`src/rtl/reg_bank_seq_ctrl.sv`:
```
// rtl/reg_bank_seq_ctrl.sv - micro-sequencer driving a 16-bit 8-entry register bank
// Ports:
//   clk, reset                  clock and synchronous active-high reset
//   instr_valid/instr_ready     instruction handshake; instr = {op, rd, ra, rb, imm4}
//   rega_select/regb_select     bank read addresses, held from accept through WB
//   reg_a/reg_b                 bank read data
//   write/write_addr/write_data bank write port; write pulses for one cycle in WB
//   done                        one-cycle pulse when an instruction retires
//   result/flag_z/flag_c        last computed result and flags, updated in EX
module reg_bank_seq_ctrl #(
   parameter int DATA_W    = 16,
   parameter int ADDR_W    = 3,
   parameter int READ_WAIT = 1
) (
   input  logic              clk,
   input  logic              reset,
   input  logic              instr_valid,
   output logic              instr_ready,
   input  logic [15:0]       instr,
   output logic [ADDR_W-1:0] rega_select,
   output logic [ADDR_W-1:0] regb_select,
   input  logic [DATA_W-1:0] reg_a,
   input  logic [DATA_W-1:0] reg_b,
   output logic              write,
   output logic [ADDR_W-1:0] write_addr,
   output logic [DATA_W-1:0] write_data,
   output logic              done,
   output logic [DATA_W-1:0] result,
   output logic              flag_z,
   output logic              flag_c
);

   localparam logic [2:0] OP_NOP  = 3'd0;
   localparam logic [2:0] OP_ADD  = 3'd1;
   localparam logic [2:0] OP_SUB  = 3'd2;
   localparam logic [2:0] OP_AND  = 3'd3;
   localparam logic [2:0] OP_OR   = 3'd4;
   localparam logic [2:0] OP_XOR  = 3'd5;
   localparam logic [2:0] OP_MOV  = 3'd6;
   localparam logic [2:0] OP_ADDI = 3'd7;

   localparam logic [2:0] WAIT_LAST = 3'(READ_WAIT - 1);

   typedef enum logic [1:0] {
      S_IDLE = 2'd0,
      S_RD   = 2'd1,
      S_EX   = 2'd2,
      S_WB   = 2'd3
   } state_t;

   state_t            state;
   state_t            state_nx;
   logic [2:0]        op_q;
   logic [ADDR_W-1:0] rd_q;
   logic [3:0]        imm_q;
   logic [2:0]        wait_cnt;

   logic [DATA_W-1:0] imm_sext;
   logic [DATA_W-1:0] alu_b;
   logic [DATA_W:0]   alu_sum;
   logic [DATA_W-1:0] alu_res;
   logic              alu_c;

   // write_data is the result register itself: it only changes on the
   // EX->WB edge, so it naturally holds its value outside WB.
   assign write_data = result;

   always_ff @(posedge clk) begin
      if (reset) begin
         state <= S_IDLE;
      end else begin
         state <= state_nx;
      end
   end

   always_comb begin
      state_nx    = state;
      instr_ready = 1'b0;
      write       = 1'b0;
      done        = 1'b0;
      case (state)
         S_IDLE: begin
            instr_ready = 1'b1;
            if (instr_valid) begin
               state_nx = S_RD;
            end
         end
         S_RD: begin
            if (wait_cnt == WAIT_LAST) begin
               state_nx = S_EX;
            end
         end
         S_EX: begin
            if (op_q == OP_NOP) begin
               done     = 1'b1;
               state_nx = S_IDLE;
            end else begin
               state_nx = S_WB;
            end
         end
         S_WB: begin
            write    = 1'b1;
            done     = 1'b1;
            state_nx = S_IDLE;
         end
         default: state_nx = S_IDLE;
      endcase
      // Reset aborts the instruction: no handshake, strobe or retire pulse
      // may escape in the reset cycle.
      if (reset) begin
         instr_ready = 1'b0;
         write       = 1'b0;
         done        = 1'b0;
      end
   end

   assign imm_sext = {{(DATA_W-4){imm_q[3]}}, imm_q};
   assign alu_b    = (op_q == OP_ADDI) ? imm_sext : reg_b;
   assign alu_sum  = {1'b0, reg_a} + {1'b0, alu_b};

   always_comb begin
      alu_res = '0;
      alu_c   = 1'b0;
      case (op_q)
         OP_ADD, OP_ADDI: begin
            alu_res = alu_sum[DATA_W-1:0];
            alu_c   = alu_sum[DATA_W];
         end
         OP_SUB: begin
            alu_res = reg_a - reg_b;
            alu_c   = (reg_a < reg_b);
         end
         OP_AND:  alu_res = reg_a & reg_b;
         OP_OR:   alu_res = reg_a | reg_b;
         OP_XOR:  alu_res = reg_a ^ reg_b;
         OP_MOV:  alu_res = reg_a;
         default: alu_res = '0;
      endcase
   end

   always_ff @(posedge clk) begin
      if (reset) begin
         op_q        <= OP_NOP;
         rd_q        <= '0;
         imm_q       <= '0;
         wait_cnt    <= '0;
         rega_select <= '0;
         regb_select <= '0;
         write_addr  <= '0;
         result      <= '0;
         flag_z      <= 1'b0;
         flag_c      <= 1'b0;
      end else begin
         case (state)
            S_IDLE: begin
               wait_cnt <= '0;
               if (instr_valid) begin
                  op_q        <= instr[15:13];
                  rd_q        <= ADDR_W'(instr[12:10]);
                  imm_q       <= instr[3:0];
                  rega_select <= ADDR_W'(instr[9:7]);
                  regb_select <= ADDR_W'(instr[6:4]);
               end
            end
            S_RD: begin
               wait_cnt <= wait_cnt + 3'd1;
            end
            S_EX: begin
               // NOP retires here and leaves result/flags untouched.
               if (op_q != OP_NOP) begin
                  result     <= alu_res;
                  flag_z     <= (alu_res == '0);
                  flag_c     <= alu_c;
                  write_addr <= rd_q;
               end
            end
            default: ;
         endcase
      end
   end

endmodule

```
`config.mk`:
```
export PLATFORM = sky130hd
export DESIGN_NAME = reg_bank_seq_ctrl
export DESIGN_NICKNAME = d
export VERILOG_FILES = /design/src/rtl/reg_bank_seq_ctrl.sv
export SDC_FILE = /design/constraint.sdc
export NUM_CORES = 1
export LEC_CHECK = 0
export ABC_AREA = 0
export ABC_CLOCK_PERIOD_IN_PS = 4900
export CAP_MARGIN = 20
export CORE_AREA = 3 3 139 87
export CTS_BUF_LIST = sky130_fd_sc_hd__clkbuf_8
export DETAILED_ROUTE_END_ITERATION = 16
export DIE_AREA = 0 0 142 90
export GPL_ROUTABILITY_DRIVEN = 0
export PLACE_DENSITY = 0.78
export SKIP_CTS_REPAIR_TIMING = 1
export SLEW_MARGIN = 30
export SYNTH_ARGS = -nofsm -noshare
export SYNTH_HDL_FRONTEND = slang
export SYNTH_SLANG_ARGS = --single-unit
export TNS_END_PERCENT = 20
```
`constraint.sdc`:
```
create_clock -name clk -period 4.9 [get_ports clk]
set_input_delay 0.49 -clock clk [delete_from_list [all_inputs] [get_ports clk]]
set_output_delay 0.49 -clock clk [all_outputs]
set_load 0.01 [all_outputs]
```
* After elaboration in Yosys (flattened, before gate mapping)
Index checks and enable logic that the tools add are counted.
** Operators by class
- $add $sub $neg :: 3
- $lt $le $gt $ge :: 1
- Eq/ne operators :: 12
- Mux-type cells :: 15
- Bitwise gates (word level) :: 3
- Reduce and logical (&&, ||, !) cells :: 10
** Operator list (count)
- 16-bit one-hot mux with 6 select lines :: 1
- 16-bit by 16-bit adder with 17-bit output :: 1
- 16-bit AND :: 1
- 16-bit zero test :: 1
- 16-bit < comparator :: 1
- 16-bit two-way mux :: 1
- 16-bit OR :: 1
- 16-bit subtractor :: 1
- 16-bit bitwise XOR :: 1
- 3-bit equality test, second input constant :: 4
- 2-bit one-hot mux with 4 select lines :: 1
- 3-bit by 2-bit equality test with 1-bit output, second input constant :: 2
- 3-bit zero test :: 2
- 1-bit two-way mux :: 6
- 2-bit two-way mux :: 3
- 3-bit one-hot mux with 2 select lines :: 1
- 2-bit AND reduction :: 3
- 2-bit equality test, second input constant :: 2
- 2-bit inequality test, second input constant :: 2
- 1-bit one-hot mux with 2 select lines :: 2
- 3-bit by 1-bit adder with 3-bit output, second input constant :: 1
- 3-bit by 1-bit equality test with 1-bit output, second input constant :: 1
- 3-bit nonzero test :: 1
- 2-bit by 1-bit equality test with 1-bit output, second input constant :: 1
- other kinds (3) :: 3
** Word-level totals
- Register bits :: 42
- Input port bits :: 51
- Output and inout port bits :: 46
- Logic and storage cells :: 55

* Logic depth before layout (Yosys ltp)
Gate-level depths: netlist (run 1).
- Depth in word-level cells :: 5
- Depth in mapped cells :: 18
- Depth with buffers taken out :: 13

* Worst setup path before layout (run 1)
Ideal clock, no wire load.
- Path kind :: reg-to-reg
- Start point :: reg op_q[2]
- End point :: reg flag_z
- Library setup time :: 0.069 ns
- Arrival :: 3.789 ns
- Required time :: 4.831 ns
- Path slack :: 1.042 ns
- Stages on the path, launching flop included :: 18
- Path buffers :: 4
- Clock period less this slack :: 3.858 ns
- Path through :: dfxtp_1 clkbuf_1 clkbuf_1 clkbuf_1 nand3_1 clkbuf_1 nand2_1 nand2_1 ha_1 a21o_1 or3_1 o21ai_0 xnor2_1 a221oi_1 nand2_1 nor4_1 nand4_1 o21ai_1
** Between the ends
- Longest elaborated chain between the ends :: 5
- Elaborated cells between the ends (all ways) :: 14
- Those cells by class :: 1 x add/sub; 7 x eq/ne; 2 x mux; 4 x reduce/logical
** RTL lines
- from (decl) :: RTL line 53 : logic [2:0] op_q;
- from (signal assigned) :: RTL line 158 : op_q <= instr[15:13];
- 3-bit equality test :: RTL line 118, 124
- 16-bit two-way mux :: RTL line 118 : assign alu_b = (op_q == OP_ADDI) ? imm_sext : reg_b;
- 16-bit by 16-bit adder with 17-bit output :: RTL line 119 : assign alu_sum = {1'b0, reg_a} + {1'b0, alu_b};
- 16-bit one-hot mux with 6 select lines :: RTL line 124 : case (op_q)
- 16-bit zero test :: RTL line 172 : flag_z <= (alu_res == '0);
- to (signal assigned) :: RTL line 172
- to (decl) :: RTL line 29 : output logic flag_z,
Parallel ways exist; a longest one is shown, timed or not.
A chain may end at the register's enable or synchronous reset.

* Worst setup path in the final report (run 1)
- Start point :: in reg_a[2]
- End point :: reg flag_z
** Between the ends
- Longest elaborated chain between the ends :: 3
- Elaborated cells between the ends (all ways) :: 7
- Those cells by class :: 2 x add/sub; 1 x mux; 3 x bitwise; 1 x reduce/logical
** RTL lines
- from (decl) :: RTL line 22 : input logic [DATA_W-1:0] reg_a,
- 16-bit subtractor, or another cell as far along :: RTL line 130 : alu_res = reg_a - reg_b;
- 16-bit one-hot mux with 6 select lines * :: RTL line 124
- 16-bit zero test * :: RTL line 172
Mark *: on every way between the ends. The rest lies on a longest branch, timed or not.

==> results of run 1 <==
[registers in the layout, summed over array words and instances (netlist names)]
| signal | flops |
|---|---|
| result | 16 |
| imm_q | 4 |
| op_q | 3 |
| rd_q | 3 |
| rega_select | 3 |
| regb_select | 3 |
| wait_cnt | 3 |
| write_addr | 3 |
| state | 2 |
| flag_c | 1 |
| flag_z | 1 |
[metrics by stage]
stage / hold slack, ns / util [%] / cells / setup slack [ns] / total power [W]
after CTS: 0.457 / 53.7 / 849 / 1.32 / 0.00111
after global placement: 0.437 / 52.8 / 841 / 1.10 / 0.000850
after global routing: 0.483 / 53.7 / 849 / 1.05 / 0.00118
final: 0.456 / 53.7 / 849 / 1.27 / 0.00111
after detailed placement: 0.447 / 52.8 / 841 / 1.03 / 0.000866
after floorplan: 0.432 / - / 644 / 1.04 / 0.000697
[cells by family after synthesis]
| family | synth area share, % |
|---|---|
| adders and majority gates | 19.6 |
| muxes | 3.51 |
| xor gates and xnor gates | 3.75 |
| DFF | 18.0 |
| buffers and inverters | 8.91 |
| AOI/OAI and AO/OA | 24.5 |
| and+or+nand+nor | 21.7 |
[metal layers]
| metal | up-vias | share of wire, % | GRT usage (%) | routed length [um] |
|---|---|---|---|---|
| li1 | 2360 | - | - | - |
| met1 | 2329 | 49 | 31.9 | 6990 |
| met2 | 216 | 42 | 32.7 | 6000 |
| met3 | 12 | 8.0 | 4.77 | 1140 |
| met4 | 0 | 0.44 | 2.72 | 62 |
| met5 | - | 0 | 0 | 0 |
[path summary, 6_finish.rpt]
path	from	to	slack [ns]	depth (start not counted)
worst max-delay path	reg_a[2]	flag_z	1.27	12
worst min-delay path	rd_q[1]	write_addr[1]	0.46	2
worst max register to register	op_q[2]	flag_z	1.30	15
worst min register to register	rd_q[1]	write_addr[1]	0.46	2
[synthesized netlist by cell type, drive strengths merged, types with 5 or more instances]
library cell and n:
a211oi 14, a21o 8, a21oi 55, a221oi 7
a22o 9, a22oi 10, buf 18, clkbuf 30
dfxtp 42, ha 70, inv 47, mux2 8
mux2i 7, nand2 94, nand3 12, nand4 6
nor2 65, nor2b 13, nor3 16, o211ai 5
o21ai 27, xnor2 13, xor2 7
[worst max-delay path: stages]
cell	delay, ns
clkdlybuf4s50_1	0.57
inv_1	0.07
ha_1	0.40
o21bai_2	0.15
a2111oi_4	0.44
o21ai_2	0.14
a211o_1	0.33
a311o_1	0.37
mux2_4	0.32
a221oi_2	0.31
nand3_1	0.13
o21ai_1	0.16
[final cells by class]
class                   count  area (sq um)
fillers                   987          4960
repair buffers            106          1040
multi-input cells         507          3420
flip-flops and latches     42           841
well taps                 139           174
clock buffers               5          68.8
inverters                  47           176
clock inverters             3          25.0
[where the power goes]
part | total (W) | internal (W) | switching (W)
clock network | 0.000238 | 0.000103 | 0.000136
registers | 0.000370 | 0.000357 | 0.0000122
logic | 0.000502 | 0.000216 | 0.000286
total | 0.00111 | 0.000676 | 0.000433
==> results.cfg, run 1 <==
[power_and_ir_drop]
worst_ir_drop_vdd_mv = 0.138
p_leak_nw = 2.49
power.density_mw_per_mm2 = 193

[logic_synthesis]
synth_area_sq_mm = 0.00468
synthArstFlopShare_pct = 0
synth_flop_cell = dfxtp_1
yosysWarningCount = 0
synth_top_cell_by_area = ha_1
ys_types = 59
netlist_instances = 644
syn_area_per_cell_sq_um = 7.26
synth_area_leaders = ha_1 19%, dfxtp_1 18%, nand2_1 7.5%, a21oi_1 5.9%, nor2_1 5.2%
synth-seq-area-share_pct = 18.0
ys_seq_elements = 42
syn_nets = 767
yosys.area.top_type_share_pct = 18.7
synth-edff-count = 0

[clock_network]
cts_tree = yes
clock_path_buffers = 2
clock_tree.root_cell = clkbuf_8
clk_latency_ns = 0.31
htree_num_levels = 2
cts.sinks = 42
cts.clk_slew.worst_paths_ns = 0.09
cts_buffers = 5

[worst_setup_path]
end_kind = flip-flop
critPathArrivalTime_ns = 3.87
worst_ep_required_time_ns = 5.14
path_max_fanout = 5
cp-start-kind = input pin
path_class = input pin to flip-flop

[place]
postPlaceCellArea_sq_mm = 0.00565
io_buffers = 96
dp_hpwl_mm = 11.1

[floorplan]
core_sq_mm = 0.0107
dieHeight_um = 90
initial_utilization_pct = 43.7
rows = 29
num_io_pins = 97
die_x_um = 142
die-area_sq_mm = 0.0128

[sta]
tightest_slew_ns = 1.02
tns_ns = 0
hold_viol = 0
min_period_ns = 3.63
setup_viol = 0
rsz0062_at_grt = false
maxSlewHeadroom_pct = 31.5
finalClockSkew_ns = 0.0155
fin_crit_sh_pct = 74.0
slew_viol_final = 0
clock.fmax_mhz = 276

[route]
drt.antenna.violating_nets = 0
post_drt_wl_per_cell_um = 16.7
via_per_inst = 5.79
wl_mm = 14.2
first_pass_iters = 5
vias = 4917
drc = 0
drtIter0Drc = 424

[layout]
drive_above_1_share_pct = 5.07
final_nets = 832
mostFrequentLayoutCell = clkdlybuf4s50_1
fin_area_sq_mm = 0.00575
diodes = 0
final_cell_mix = 96 x clkdlybuf4s50_1, 94 x nand2_1, 70 x ha_1
area_growth_pct = 22.9

[global_routing]
grt_pass1_vias = 4637
grt_pass1_wl_mm = 23.2
grt_usage_pct = 21.5
grt_max_degree = 47
overflow = 0
grt_antenna_before_repair = 0

[outcome]
status = complete, no violations

[job]
maxCapViolCount = 0

[worst_hold_path]
hold_path.class = flip-flop to flip-flop
No activity file was read; power rests on OpenSTA's default activity.
==> run 2, diff against run 1 <==
--- a/config.mk
+++ b/config.mk
@@ -6,7 +6,7 @@
 export NUM_CORES = 1
 export LEC_CHECK = 0
 export ABC_AREA = 0
-export ABC_CLOCK_PERIOD_IN_PS = 4900
+export ABC_CLOCK_PERIOD_IN_PS = 3400
 export CAP_MARGIN = 20
 export CORE_AREA = 3 3 139 87
 export CTS_BUF_LIST = sky130_fd_sc_hd__clkbuf_8
==> constraint.sdc (replaced) <==
create_clock -name clk -period 3.4 [get_ports clk]
set_input_delay 0.34 -clock clk [delete_from_list [all_inputs] [get_ports clk]]
set_output_delay 0.34 -clock clk [all_outputs]
set_load 0.01 [all_outputs]
==> run 2 against run 1 <==
Cell area up 5.6%. Largest power group unchanged. Worst setup slack lost 1.2 ns. Clock power increased by 71%. Die area stayed put. Global-route usage increased by 0.42 points. Combinational power grew 56%. Non-clock buffer count increased by 31. Sequential power rose by 45%. Total power up 56%. Critical path type unchanged. First-iteration DRC count up 19%.
==> results.cfg, run 2 (synthesized netlist as in run 1, its figures left out) <==
[worst_setup_path]
cpPeakStageDelay_ns = 0.53
cp-start-kind = input pin
slowest_stage = clkdlybuf4s50_1
reg2reg_depth = 13
path_class = input pin to flip-flop
cpLargestDelayFamily = compound AO/OA/AOI/OAI gates
path_max_fanout = 4
cp_cell_sequence = clkdlybuf4s50_1 > inv_1 > ha_1 > o21bai_2 > a2111oi_4 > o21ai_2 > a211o_1 > a311o_1 > mux2_4 > a221oi_4 > nand3_1 > o21ai_1
end_kind = flip-flop
crit_buf_inv = 2
critPathArrivalTime_ns = 3.52
worst_ep_required_time_ns = 3.64
crit_cells = 12

[place]
dp_hpwl_mm = 11.9
io_buffers = 96
postPlaceCellArea_sq_mm = 0.00589
place_ws_ns = -0.196

[sta]
setup_viol = 0
clock.fmax_mhz = 305
tightest_slew_ns = 1.19
slew_viol_final = 0
maxSlewHeadroom_pct = 20.5
finalClockSkew_ns = 0.00765
min_period_ns = 3.28
fin_crit_sh_pct = 96.5
rsz0062_at_grt = false
holdWs_ns = 0.460
fin_ws_ns = 0.120
hold_viol = 0

[layout]
largest-register = result
largest_reg_flops = 16
mostFrequentLayoutCell = clkdlybuf4s50_1
diodes = 0
drive_above_1_share_pct = 10.7
final_cell_mix = 96 x clkdlybuf4s50_1, 94 x nand2_1, 69 x ha_1
fin_area_sq_mm = 0.00606
top_regs = result (16), imm_q (4)
final_nets = 863
area_growth_pct = 29.7
fillers = 991

[route]
vias = 5025
wl_mm = 14.9
drtIter0Drc = 505
drc = 0
post_drt_wl_per_cell_um = 16.9
first_pass_iters = 6
via_per_inst = 5.71
drt.antenna.violating_nets = 0

[floorplan]
dieHeight_um = 90
die_x_um = 142
initial_utilization_pct = 43.7
core_sq_mm = 0.0107
rows = 29
num_io_pins = 97
die-area_sq_mm = 0.0128

[clock_network]
clk_latency_ns = 0.30
cts.sinks = 42
cts_buffers = 5
htree_num_levels = 2
cts.clk_slew.worst_paths_ns = 0.09
clock_path_buffers = 2
clock_tree.root_cell = clkbuf_8
cts_tree = yes

[job]
maxCapViolCount = 0

[power_and_ir_drop]
power.density_mw_per_mm2 = 285
p_leak_nw = 2.66
worst_ir_drop_vdd_mv = 0.276
power.total_w = 0.00173

[global_routing]
grt_antenna_before_repair = 0
grt_max_degree = 33
grt_pass1_vias = 4713
overflow = 0
grt_pass1_wl_mm = 23.5
grt_usage_pct = 22.0

[outcome]
status = complete, no violations

[worst_hold_path]
hold_path.class = flip-flop to flip-flop
hold_depth = 2
run 2: changes by cell type in the layout (fill, tap and decap cells not counted), sizes merged:
cell / change
clkinvlp: -1
buf: +31
bufinv: +1
run 2: through the flow:
step,util (%),setup TNS [ns],std cells
floorplan,-,0,644
global placement,55.0,-0.130,872
detailed placement,55.0,-0.416,872
CTS,56.0,0,880
global route,56.7,0,880
finish,56.7,0,880
run 2: path summary, 6_finish.rpt:
kind	start	to	slack [ns]
hold / removal	regb_select[1]	regb_select[1]	0.46
setup reg to reg	op_q[2]	flag_z	0.16
setup / recovery	reg_a[2]	flag_z	0.12
hold reg to reg	regb_select[1]	regb_select[1]	0.46
run 2: cell type report:
class                   instances  area, sq um  share of cell area, %
flip-flops and latches         42          842                   13.9
repair buffers                137         1270                   20.9
multi-input cells             507         3490                   57.6
well taps                     139          174                   2.87
inverters                      47          176                   2.91
clock inverters                 3         43.8                  0.722
clock buffers                   5         68.8                   1.13
run 2: metal layers:
layer | global-route usage (%) | vias to the layer above | share of wire (%)
met2 | 32.6 | 244 | 42
met4 | 3.19 | 0 | 1.0
li1 | - | 2416 | -
met3 | 4.72 | 20 | 8.8
met5 | 0 | - | 0
met1 | 33.0 | 2345 | 48
run 2: worst reg2reg max path, cell delays in order, from the launching register on:
cell	delay, ns
dfxtp_1	0.37
nand3_2	0.16
buf_4	0.21
mux2_2	0.29
ha_1	0.36
o21ai_0	0.14
o211ai_1	0.22
and3_2	0.32
o21ai_0	0.10
a21oi_1	0.27
mux2i_1	0.16
a221oi_2	0.34
nand4_1	0.13
o21ai_1	0.13
run 2: where the power goes:
part | total, W | internal (W) | switching [W]
Sequential | 0.000535 | 0.000515 | 0.0000194
Clock | 0.000406 | 0.000220 | 0.000185
Combinational | 0.000785 | 0.000350 | 0.000435
Total | 0.00173 | 0.00109 | 0.000640
